File: config.mk
export PLATFORM = sky130hd
export DESIGN_NAME = smpc_intback_engine
export DESIGN_NICKNAME = d
export VERILOG_FILES = /design/src/rtl/smpc_intback_engine.sv
export SDC_FILE = /design/constraint.sdc
export NUM_CORES = 1
export LEC_CHECK = 0
export ABC_AREA = 1
export CAP_MARGIN = 25
export CELL_PAD_IN_SITES_DETAIL_PLACEMENT = 1
export CELL_PAD_IN_SITES_GLOBAL_PLACEMENT = 1
export CORE_AREA = 4 4 134 136
export DETAILED_ROUTE_END_ITERATION = 16
export DIE_AREA = 0 0 138 140
export PLACE_DENSITY = 0.85
export SLEW_MARGIN = 10
export SYNTH_ARGS = -nofsm -noshare
export SYNTH_HDL_FRONTEND = slang
export SYNTH_SLANG_ARGS = --single-unit
File: constraint.sdc
create_clock -name CLK -period 2.9 [get_ports CLK]
set_input_delay 0.58 -clock CLK [delete_from_list [all_inputs] [get_ports CLK]]
set_output_delay 0.58 -clock CLK [all_outputs]
set_load 0.02 [all_outputs]
File: src/rtl/smpc_intback_engine.sv
// INTBACK sequencer: streams the SMPC status block and per-port peripheral reports into OREG,
// fragmenting through CONTINUE/BREAK. Define SMPC_OREG_PAD_EN to zero-fill OREG before each IRQ.
module smpc_intback_engine #(
  parameter int unsigned NUM_PORTS  = 2,
  parameter int unsigned OREG_DEPTH = 32,
  parameter int unsigned IRQ_CYCLES = 4
) (
  input  logic                          CLK,
  input  logic                          RST_N,
  input  logic                          i_ce,
  input  logic                          i_start,
  input  logic [7:0]                    i_ireg0,
  input  logic [7:0]                    i_ireg1,
  input  logic [127:0]                  i_stat,
  input  logic                          i_cont,
  input  logic                          i_brk,
  input  logic [NUM_PORTS-1:0]          i_pconn,
  input  logic [16*NUM_PORTS-1:0]       i_joy,
  output logic                          o_oreg_we,
  output logic [$clog2(OREG_DEPTH)-1:0] o_oreg_addr,
  output logic [7:0]                    o_oreg_data,
  output logic [2:0]                    o_sr_hi,
  output logic                          o_sf_clr,
  output logic                          o_mirq_n,
  output logic                          o_busy
);
  localparam int unsigned AW  = $clog2(OREG_DEPTH);
  localparam int unsigned PIW = (NUM_PORTS > 1) ? $clog2(NUM_PORTS) : 1;
  localparam int unsigned CW  = $clog2(IRQ_CYCLES + 1);

  typedef enum logic [2:0] {
    S_IDLE, S_STATUS, S_PERIPH, S_PAD, S_IRQ, S_WAIT_HS, S_DONE
  } state_t;

  state_t          r_state, w_state_nx;
  logic [AW-1:0]   r_ptr, w_ptr_nx;
  logic            r_full, w_full_nx;
  logic [3:0]      r_sidx, w_sidx_nx;
  logic [PIW-1:0]  r_port, w_port_nx;
  logic [1:0]      r_byte, w_byte_nx;
  logic [15:0]     r_joy, w_joy_nx;
  logic            r_preq, w_preq_nx;
  logic            r_pend, w_pend_nx;
  logic [CW-1:0]   r_irq_cnt, w_irq_cnt_nx;
  logic            r_oreg_we, w_we_nx;
  logic [AW-1:0]   r_oreg_addr, w_addr_nx;
  logic [7:0]      r_oreg_data, w_data_nx;
  logic [2:0]      r_sr_hi, w_sr_hi_nx;
  logic            r_sf_clr, w_sf_clr_nx;
  logic            r_mirq_n, w_mirq_n_nx;
  logic            r_busy, w_busy_nx;

  logic [15:0]     w_joy_sel;
  logic            w_conn_sel;
  logic [7:0]      w_stat_byte;
  logic [AW:0]     w_space;
  logic [AW:0]     w_need;
  logic            w_wr;
  logic [7:0]      w_wr_byte;
  logic            w_port_done;
  logic            w_unused;

  assign w_unused = ^{i_ireg0[7:1], i_ireg1[7:4], i_ireg1[2:0]};

  // Current-port and current-status-byte selection.
  always_comb begin
    w_joy_sel   = 16'h0000;
    w_conn_sel  = 1'b0;
    w_stat_byte = 8'h00;
    for (int i = 0; i < NUM_PORTS; i++) begin
      if (r_port == PIW'(i)) begin
        w_joy_sel  = i_joy[16*i +: 16];
        w_conn_sel = i_pconn[i];
      end
    end
    for (int i = 0; i < 16; i++) begin
      if (r_sidx == 4'(i)) w_stat_byte = i_stat[127-8*i -: 8];
    end
  end

  // Free space left in the current fragment and size of the next record.
  assign w_space = r_full ? '0 : ((AW+1)'(OREG_DEPTH) - (AW+1)'(r_ptr));
  assign w_need  = w_conn_sel ? (AW+1)'(4) : (AW+1)'(1);

  always_comb begin
    w_state_nx   = r_state;
    w_ptr_nx     = r_ptr;
    w_full_nx    = r_full;
    w_sidx_nx    = r_sidx;
    w_port_nx    = r_port;
    w_byte_nx    = r_byte;
    w_joy_nx     = r_joy;
    w_preq_nx    = r_preq;
    w_pend_nx    = r_pend;
    w_irq_cnt_nx = r_irq_cnt;
    w_we_nx      = 1'b0;
    w_addr_nx    = r_oreg_addr;
    w_data_nx    = r_oreg_data;
    w_sr_hi_nx   = r_sr_hi;
    w_sf_clr_nx  = 1'b0;
    w_mirq_n_nx  = r_mirq_n;
    w_busy_nx    = r_busy;
    w_wr         = 1'b0;
    w_wr_byte    = 8'h00;
    w_port_done  = 1'b0;

    case (r_state)
      S_IDLE: begin
        if (i_start) begin
          w_busy_nx = 1'b1;
          w_ptr_nx  = '0;
          w_full_nx = 1'b0;
          w_port_nx = '0;
          w_byte_nx = 2'd0;
          w_sidx_nx = 4'd0;
          w_pend_nx = 1'b0;
          w_preq_nx = i_ireg1[3];
          if (i_ireg0[0])      w_state_nx = S_STATUS;
          else if (i_ireg1[3]) w_state_nx = S_PERIPH;
          else                 w_state_nx = S_DONE;
        end
      end
      S_STATUS: begin
        if (i_ce) begin
          w_wr      = 1'b1;
          w_wr_byte = w_stat_byte;
          w_sidx_nx = r_sidx + 4'd1;
          if (r_sidx == 4'd15) begin
            w_sr_hi_nx = {2'b01, r_preq};
            w_pend_nx  = r_preq;
            w_state_nx = S_PAD;
          end
        end
      end
      S_PERIPH: begin
        if (i_ce) begin
          if (r_byte == 2'd0) begin
            // A record that does not fit closes this fragment untouched.
            if (w_space < w_need) begin
              w_sr_hi_nx = 3'b111;
              w_state_nx = S_PAD;
            end else begin
              w_joy_nx  = w_joy_sel;
              w_wr      = 1'b1;
              w_wr_byte = w_conn_sel ? 8'hF1 : 8'hF0;
              if (w_conn_sel) w_byte_nx = 2'd1;
              else            w_port_done = 1'b1;
            end
          end else begin
            w_wr = 1'b1;
            case (r_byte)
              2'd1:    w_wr_byte = 8'h02;
              2'd2:    w_wr_byte = r_joy[15:8];
              default: w_wr_byte = r_joy[7:0];
            endcase
            if (r_byte == 2'd3) w_port_done = 1'b1;
            else                w_byte_nx = r_byte + 2'd1;
          end
          if (w_port_done) begin
            w_byte_nx = 2'd0;
            if (r_port == PIW'(NUM_PORTS - 1)) begin
              w_sr_hi_nx = 3'b110;
              w_state_nx = S_PAD;
            end else begin
              w_port_nx = r_port + PIW'(1);
            end
          end
        end
      end
`ifdef SMPC_OREG_PAD_EN
      S_PAD: begin
        if (i_ce) begin
          if (r_full) begin
            w_state_nx = S_IRQ;
          end else begin
            w_wr      = 1'b1;
            w_wr_byte = 8'h00;
            if (r_ptr == AW'(OREG_DEPTH - 1)) w_state_nx = S_IRQ;
          end
        end
      end
`else
      S_PAD: w_state_nx = S_IRQ;
`endif
      S_IRQ: begin
        if (i_ce) begin
          if (r_irq_cnt < CW'(IRQ_CYCLES)) begin
            w_mirq_n_nx  = 1'b0;
            w_irq_cnt_nx = r_irq_cnt + CW'(1);
          end else begin
            w_mirq_n_nx  = 1'b1;
            w_irq_cnt_nx = '0;
            w_state_nx   = (r_sr_hi[0] || r_pend) ? S_WAIT_HS : S_DONE;
          end
        end
      end
      S_WAIT_HS: begin
        if (i_brk) begin
          w_sr_hi_nx = 3'b000;
          w_state_nx = S_DONE;
        end else if (i_cont) begin
          w_ptr_nx   = '0;
          w_full_nx  = 1'b0;
          w_pend_nx  = 1'b0;
          w_byte_nx  = 2'd0;
          w_state_nx = S_PERIPH;
        end
      end
      S_DONE: begin
        if (i_ce) begin
          w_sf_clr_nx = 1'b1;
          w_busy_nx   = 1'b0;
          w_state_nx  = S_IDLE;
        end
      end
      default: w_state_nx = S_IDLE;
    endcase

    // Saturating write pointer: once the last address is written, further writes are dropped.
    if (w_wr && !r_full) begin
      w_we_nx   = 1'b1;
      w_addr_nx = r_ptr;
      w_data_nx = w_wr_byte;
      if (r_ptr == AW'(OREG_DEPTH - 1)) w_full_nx = 1'b1;
      else                              w_ptr_nx  = r_ptr + AW'(1);
    end
  end

  always_ff @(posedge CLK or negedge RST_N) begin
    if (!RST_N) begin
      r_state     <= S_IDLE;
      r_ptr       <= '0;
      r_full      <= 1'b0;
      r_sidx      <= 4'd0;
      r_port      <= '0;
      r_byte      <= 2'd0;
      r_joy       <= 16'h0000;
      r_preq      <= 1'b0;
      r_pend      <= 1'b0;
      r_irq_cnt   <= '0;
      r_oreg_we   <= 1'b0;
      r_oreg_addr <= '0;
      r_oreg_data <= 8'h00;
      r_sr_hi     <= 3'b000;
      r_sf_clr    <= 1'b0;
      r_mirq_n    <= 1'b1;
      r_busy      <= 1'b0;
    end else begin
      r_state     <= w_state_nx;
      r_ptr       <= w_ptr_nx;
      r_full      <= w_full_nx;
      r_sidx      <= w_sidx_nx;
      r_port      <= w_port_nx;
      r_byte      <= w_byte_nx;
      r_joy       <= w_joy_nx;
      r_preq      <= w_preq_nx;
      r_pend      <= w_pend_nx;
      r_irq_cnt   <= w_irq_cnt_nx;
      r_oreg_we   <= w_we_nx;
      r_oreg_addr <= w_addr_nx;
      r_oreg_data <= w_data_nx;
      r_sr_hi     <= w_sr_hi_nx;
      r_sf_clr    <= w_sf_clr_nx;
      r_mirq_n    <= w_mirq_n_nx;
      r_busy      <= w_busy_nx;
    end
  end

  assign o_oreg_we   = r_oreg_we;
  assign o_oreg_addr = r_oreg_addr;
  assign o_oreg_data = r_oreg_data;
  assign o_sr_hi     = r_sr_hi;
  assign o_sf_clr    = r_sf_clr;
  assign o_mirq_n    = r_mirq_n;
  assign o_busy      = r_busy;

endmodule

## After elaboration in Yosys (flattened, before gate mapping)

Cells that the tools add are included.

| word-level totals | value |
|---|---|
| register bits | 57 |
| bits of input ports | 184 |
| word-level logic and storage cells | 194 |

| operators by class | value |
|---|---|
| add/sub/neg operators | 6 |
| magnitude comparators | 2 |
| equal/unequal tests | 40 |
| muxes and demuxes | 106 |
| bitwise operators | 1 |
| reduce and logical (&&, ||, !) cells | 22 |

Operators by type and width:

| kind | number |
|---|---|
| $mux W8 | 20 |
| $mux W3 | 25 |
| $eq A4 B4 Y1 const B | 8 |
| $pmux W8 S2 | 2 |
| $mux W1 | 30 |
| $mux W5 | 5 |
| $ne A2 B2 Y1 const B | 11 |
| $pmux W3 S7 | 1 |
| $mux W2 | 10 |
| $eq A4 B3 Y1 const B | 4 |
| $mux W16 | 1 |
| $reduce_and A8 Y1 | 2 |
| $ne A4 B4 Y1 const B | 3 |
| $pmux W5 S2 | 1 |
| $eq A3 B3 Y1 const B | 3 |
| $pmux W3 S3 | 1 |
| $reduce_bool A3 Y1 | 3 |
| $eq A4 B2 Y1 const B | 2 |
| $mux W4 | 2 |
| $pmux W1 S2 | 4 |
| $pmux W4 S2 | 1 |
| $reduce_and A4 Y1 | 2 |
| $eq A3 B2 Y1 const B | 2 |
| $lt A6 B3 Y1 | 1 |
| 28 further kinds | 33 |

## Longest topological paths before layout

| depth | value |
|---|---|
| depth after elaboration | 19 |
| mapped depth | 22 |
| depth with buffers taken out | 21 |

## Worst setup path after synthesis

Ideal clock, no wire load.

| timing | value |
|---|---|
| kind | flip-flop to flip-flop |
| start | register r_ptr[0] |
| end | register r_oreg_data[0], in the netlist o_oreg_data[0] |
| setup time | 123 ps |
| arrival | 2269 ps |
| path slack | 509 ps |
| stages on the path, launching flop included | 17 |
| buffers on the path | 0 |
| period minus slack after synthesis | 2391 ps |
| path through | dfrtp_1 > inv_1 > ha_1 > o21ai_0 > a21oi_1 > ha_1 > o21ai_0 > nand4_1 > nand2_1 > nand3_2 > nor2_1 > inv_1 > nand2_1 > a21oi_2 > inv_4 > a31oi_1 > a21oi_2 |

| on the way | value |
|---|---|
| word-level cells in the longest chain between the ends | 8 |
| elaborated cells between the ends (all ways) | 12 |
| classes of those cells | add/sub: 1; order compare: 1; mux: 9; reduce/logical: 1 |

RTL lines:

| item | RTL line | text |
|---|---|---|
| start: declaration | 36 | `logic [AW-1:0] r_ptr, w_ptr_nx;` |
| start signal: assignment | 250 | `r_ptr <= w_ptr_nx;` |
| $sub A6 B5 Y6 * | 82 | `assign w_space = r_full ? '0 : ((AW+1)'(OREG_DEPTH) - (AW+1)'(r_ptr));` |
| $mux W6 * | 82 |  |
| $lt A6 B3 Y1 * | 139 | `if (w_space < w_need) begin` |
| $mux W1 | 139 |  |
| $mux W1 | 137 | `if (r_byte == 2'd0) begin` |
| $mux W1 | 136 | `if (i_ce) begin` |
| $pmux W1 S2 | 107 | `case (r_state)` |
| $logic_and A1 B1 Y1 | 220 | `if (w_wr && !r_full) begin` |
| end signal: assignment | 261 | `r_oreg_data <= w_data_nx;` |
| end: declaration | 47 | `logic [7:0] r_oreg_data, w_data_nx;` |

Every way passes the cells marked *; elsewhere a longest branch is shown, timed or not.
A chain may end at the register's enable or synchronous reset.

## Worst setup path in the final report

| timing | value |
|---|---|
| start | input i_pconn[1] |
| end | register r_byte[0] |

| on the way | value |
|---|---|
| word-level cells in the longest chain between the ends | 10 |
| elaborated cells between the ends (all ways) | 15 |
| classes of those cells | order compare: 1; eq/ne: 3; mux: 10; reduce/logical: 1 |

RTL lines:

| item | RTL line | text |
|---|---|---|
| start: declaration | 17 | `input logic [NUM_PORTS-1:0] i_pconn,` |
| $mux W1 * | 71 | `if (r_port == PIW'(i)) begin` |
| $mux W3 | 83 | `assign w_need = w_conn_sel ? (AW+1)'(4) : (AW+1)'(1);` |
| $lt A6 B3 Y1 | 139 |  |
| $mux W1 | 139 |  |
| $mux W1 | 137 |  |
| $mux W1 | 136 |  |
| $mux W1 | 107 |  |
| $mux W2 | 159 | `if (w_port_done) begin` |
| $mux W2 | 136 |  |
| $pmux W2 S3 | 107 |  |
| end signal: assignment | 254 | `r_byte <= w_byte_nx;` |
| end: declaration | 40 | `logic [1:0] r_byte, w_byte_nx;` |

Every way passes the cells marked *; elsewhere a longest branch is shown, timed or not. The select of a mux whose other input is x is not followed.

==> reports/results.ini <==
[run_status]
run_status=completed

[setup_path]
cpPeakStageDelay_ns=0.39
critical_path.startpoint_type=input port
cpMostUsedCell=o21ai_0
end_kind=flip-flop
cp.required_ns=3.10
critPathMaxFanout=4
path_cells=clkdlybuf4s50_1, or2_1, o21ai_2, ha_1, o21ai_0, nand4_1, nand2_1, nand3_2, nor2_1, inv_1, buf_4, nand3b_1, a21oi_1, o211ai_1, o21ai_0
critPathSlowestCell=clkdlybuf4s50_1
path_class=in2reg
crit_arrival_ns=2.74

[detailed_routing]
drt-wirelength-per-cell_um=15.6
remaining_drc_errors=0
ant_nets=0
drt_iter0_markers=256
vias=5607
firstDrtPassIters=4
viasPerCell=4.76
wl_mm=18.3

[placement]
port-buffer-count=189
pre_cts_ws_ns=-0.00657
place_hpwl_mm=14.8
gp_congestion=0.882

[sta]
grt_setup_unrepaired=no
max_freq_ghz=0.393
tightest_slew_ns=0.558
hold_violations=0
fin_crit_ns=2.55
fin_ws_ns=0.353
drv_slew=0
max_slew_margin_pct=62.6
fin_skew_ns=0.00671
final.period_utilization_pct=87.8
setup_viol=0
fin_tns_setup_ns=0

[logic_synthesis]
yosys-top-cells-area=dfrtp_1 29%, nand2_1 18%, nor2_1 8.5%
ys_warn_count=0
postSynthNetCount=953
synth.most_common_cell=nand2_1
avgSynthCellArea_sq_um=6.32
yosysTopAreaCell=dfrtp_1
synthArstFlopShare_pct=100
synth_cells=755
synth_cell_types=46
synth_flop_cell=dfrtp_1
synth_edf_count=0
ys_seq_area_share_pct=29.9
synthTopCellsByCount=230 x nand2_1, 108 x nor2_1, 75 x inv_1
ys_seq_elements=57
synth_area_sq_mm=0.00477
synth_top_cell_area_share_pct=29.4

[flow_run]
maxCapViolCount=0

[power]
power_density_mw_per_mm2=815
ir_drop_mv=0.431
power_leakage_nw=3.27

[die]
core_sq_mm=0.0169
io_pins=204
rows=48
fp.dieW_um=138
dieHeight_um=140
die_area_sq_mm=0.0193
initial_utilization_pct=28.2

[layout]
nets=1146
fillers=2195
layout-drive-gt1-share_pct=7.46
areaGrowthSynthToFinish_pct=50.7
antennaDiodeCount=0

[global_routing]
antenna_found_initial=0
grt_use_total_pct=18.9
grt_max_degree=33
grt-ovfl-total=0
grt_pass1_wl_mm=29.9
grt_pass1_vias=5717

[clock_tree]
cts-root-buf=clkbuf_16
h-tree-depth=3
clk_pin_slew_worst_paths_ns=0.05
cts_made_buffers=9
clock_sinks=57
cts_tree=built
clkLatencyLatePin_ns=0.33
cts_buffer_depth=2

[min_path]
min_path_type=in2async

==> critical path: cells and delay by family <==
family	cells	cell delay [ns]
compound gates	5	0.59
fa+ha+maj	1	0.28
buf+inv	3	0.59
simple gates	6	0.71
==> registers in the layout (all words and copies together), names as in the netlist <==
signal / count
r_joy: 16
o_oreg_data: 8
o_oreg_addr: 5
r_ptr: 5
r_sidx: 4
o_sr_hi: 3
r_irq_cnt: 3
r_state: 3
r_byte: 2
o_busy: 1
o_mirq_n: 1
o_oreg_we: 1
o_sf_clr: 1
r_full: 1
r_pend: 1
r_port: 1
r_preq: 1
==> where the power goes <==
part	leakage (nW)	internal [mW]	switching, mW
combinational	2.42	1.38	2.10
clock	0.139	0.654	0.348
sequential	0.711	1.13	0.256
total	3.27	3.16	2.70
==> repair_timing <==
item / CTS / global route
gates resized for setup: 0 / 4
endpoints found under the setup margin: 0 / 9
setup buffers: 0 / 1
hold buffers: 0 / 0
==> per-layer routing <==
metal	track usage [%]	wire length [um]
met1	24.8	8310
met2	32.5	8760
met3	2.59	1040
met4	5.25	241
met5	0	0
==> final cells by class <==
type	count	area [sq um]	area share [%]
clock buffers	11	233	3.24
inverters	86	335	4.66
repair buffers	208	2040	28.4
clock inverters	4	45.0	0.626
multi-input cells	586	2830	39.3
well taps	225	282	3.91
flip-flops and latches	57	1430	19.9
==> metrics by stage <==
step / power [mW] / util (%) / cell area [sq um] / hold WS (ns) / instances
2_1_floorplan: 3.63 / - / 4770 / 0.284 / 755
3_3_place_gp: 4.79 / 40.7 / 6890 / 0.462 / 1161
3_5_place_dp: 4.89 / 40.7 / 6890 / 0.463 / 1161
4_1_cts: 5.92 / 42.3 / 7170 / 0.107 / 1176
5_1_grt: 6.42 / 42.5 / 7190 / 0.125 / 1177
6_report: 5.86 / 42.5 / 7190 / 0.111 / 1177
==> final timing paths <==
kind / from / end / slack [ns] / cells past startpoint
setup / recovery: i_pconn[1] / r_byte[0]$_DFFE_PN0P_ / 0.35 / 15
hold / removal: RST_N / o_oreg_addr[0]$_DFFE_PN0P_ / 0.11 / 1
setup reg to reg: r_ptr[1]$_DFF_PN0_ / r_byte[0]$_DFFE_PN0P_ / 0.36 / 16
hold reg to reg: o_oreg_addr[0]$_DFFE_PN0P_ / o_oreg_addr[0]$_DFFE_PN0P_ / 0.49 / 2
max in group asynchronous: RST_N / o_mirq_n$_DFFE_PN1P_ / 2.09 / 2
min in group CLK: o_oreg_addr[0]$_DFFE_PN0P_ / o_oreg_addr[0]$_DFFE_PN0P_ / 0.49 / 2
==> cell usage in the layout (no fill, tap or decap), types with 18 or more instances in the layout <==
master and instances:
nand2_1 229, clkdlybuf4s50_1 188, nor2_1 108, inv_1 74
nand3_1 73, dfrtp_1 56, o21ai_0 33, a21oi_1 29
a31oi_1 20, buf_4 18
==> cell families after synthesis <==
family | Yosys count | synth area share [%]
and+or+nand+nor | 461 | 41.6
buffers and inverters | 112 | 11.2
AOI/OAI and AO/OA | 108 | 13.1
DFF | 57 | 29.9
adders and majority gates | 14 | 3.67
xor gates and xnor gates | 2 | 0.367
muxes | 1 | 0.236
Note: power is estimated with default switching activity, not from simulation.
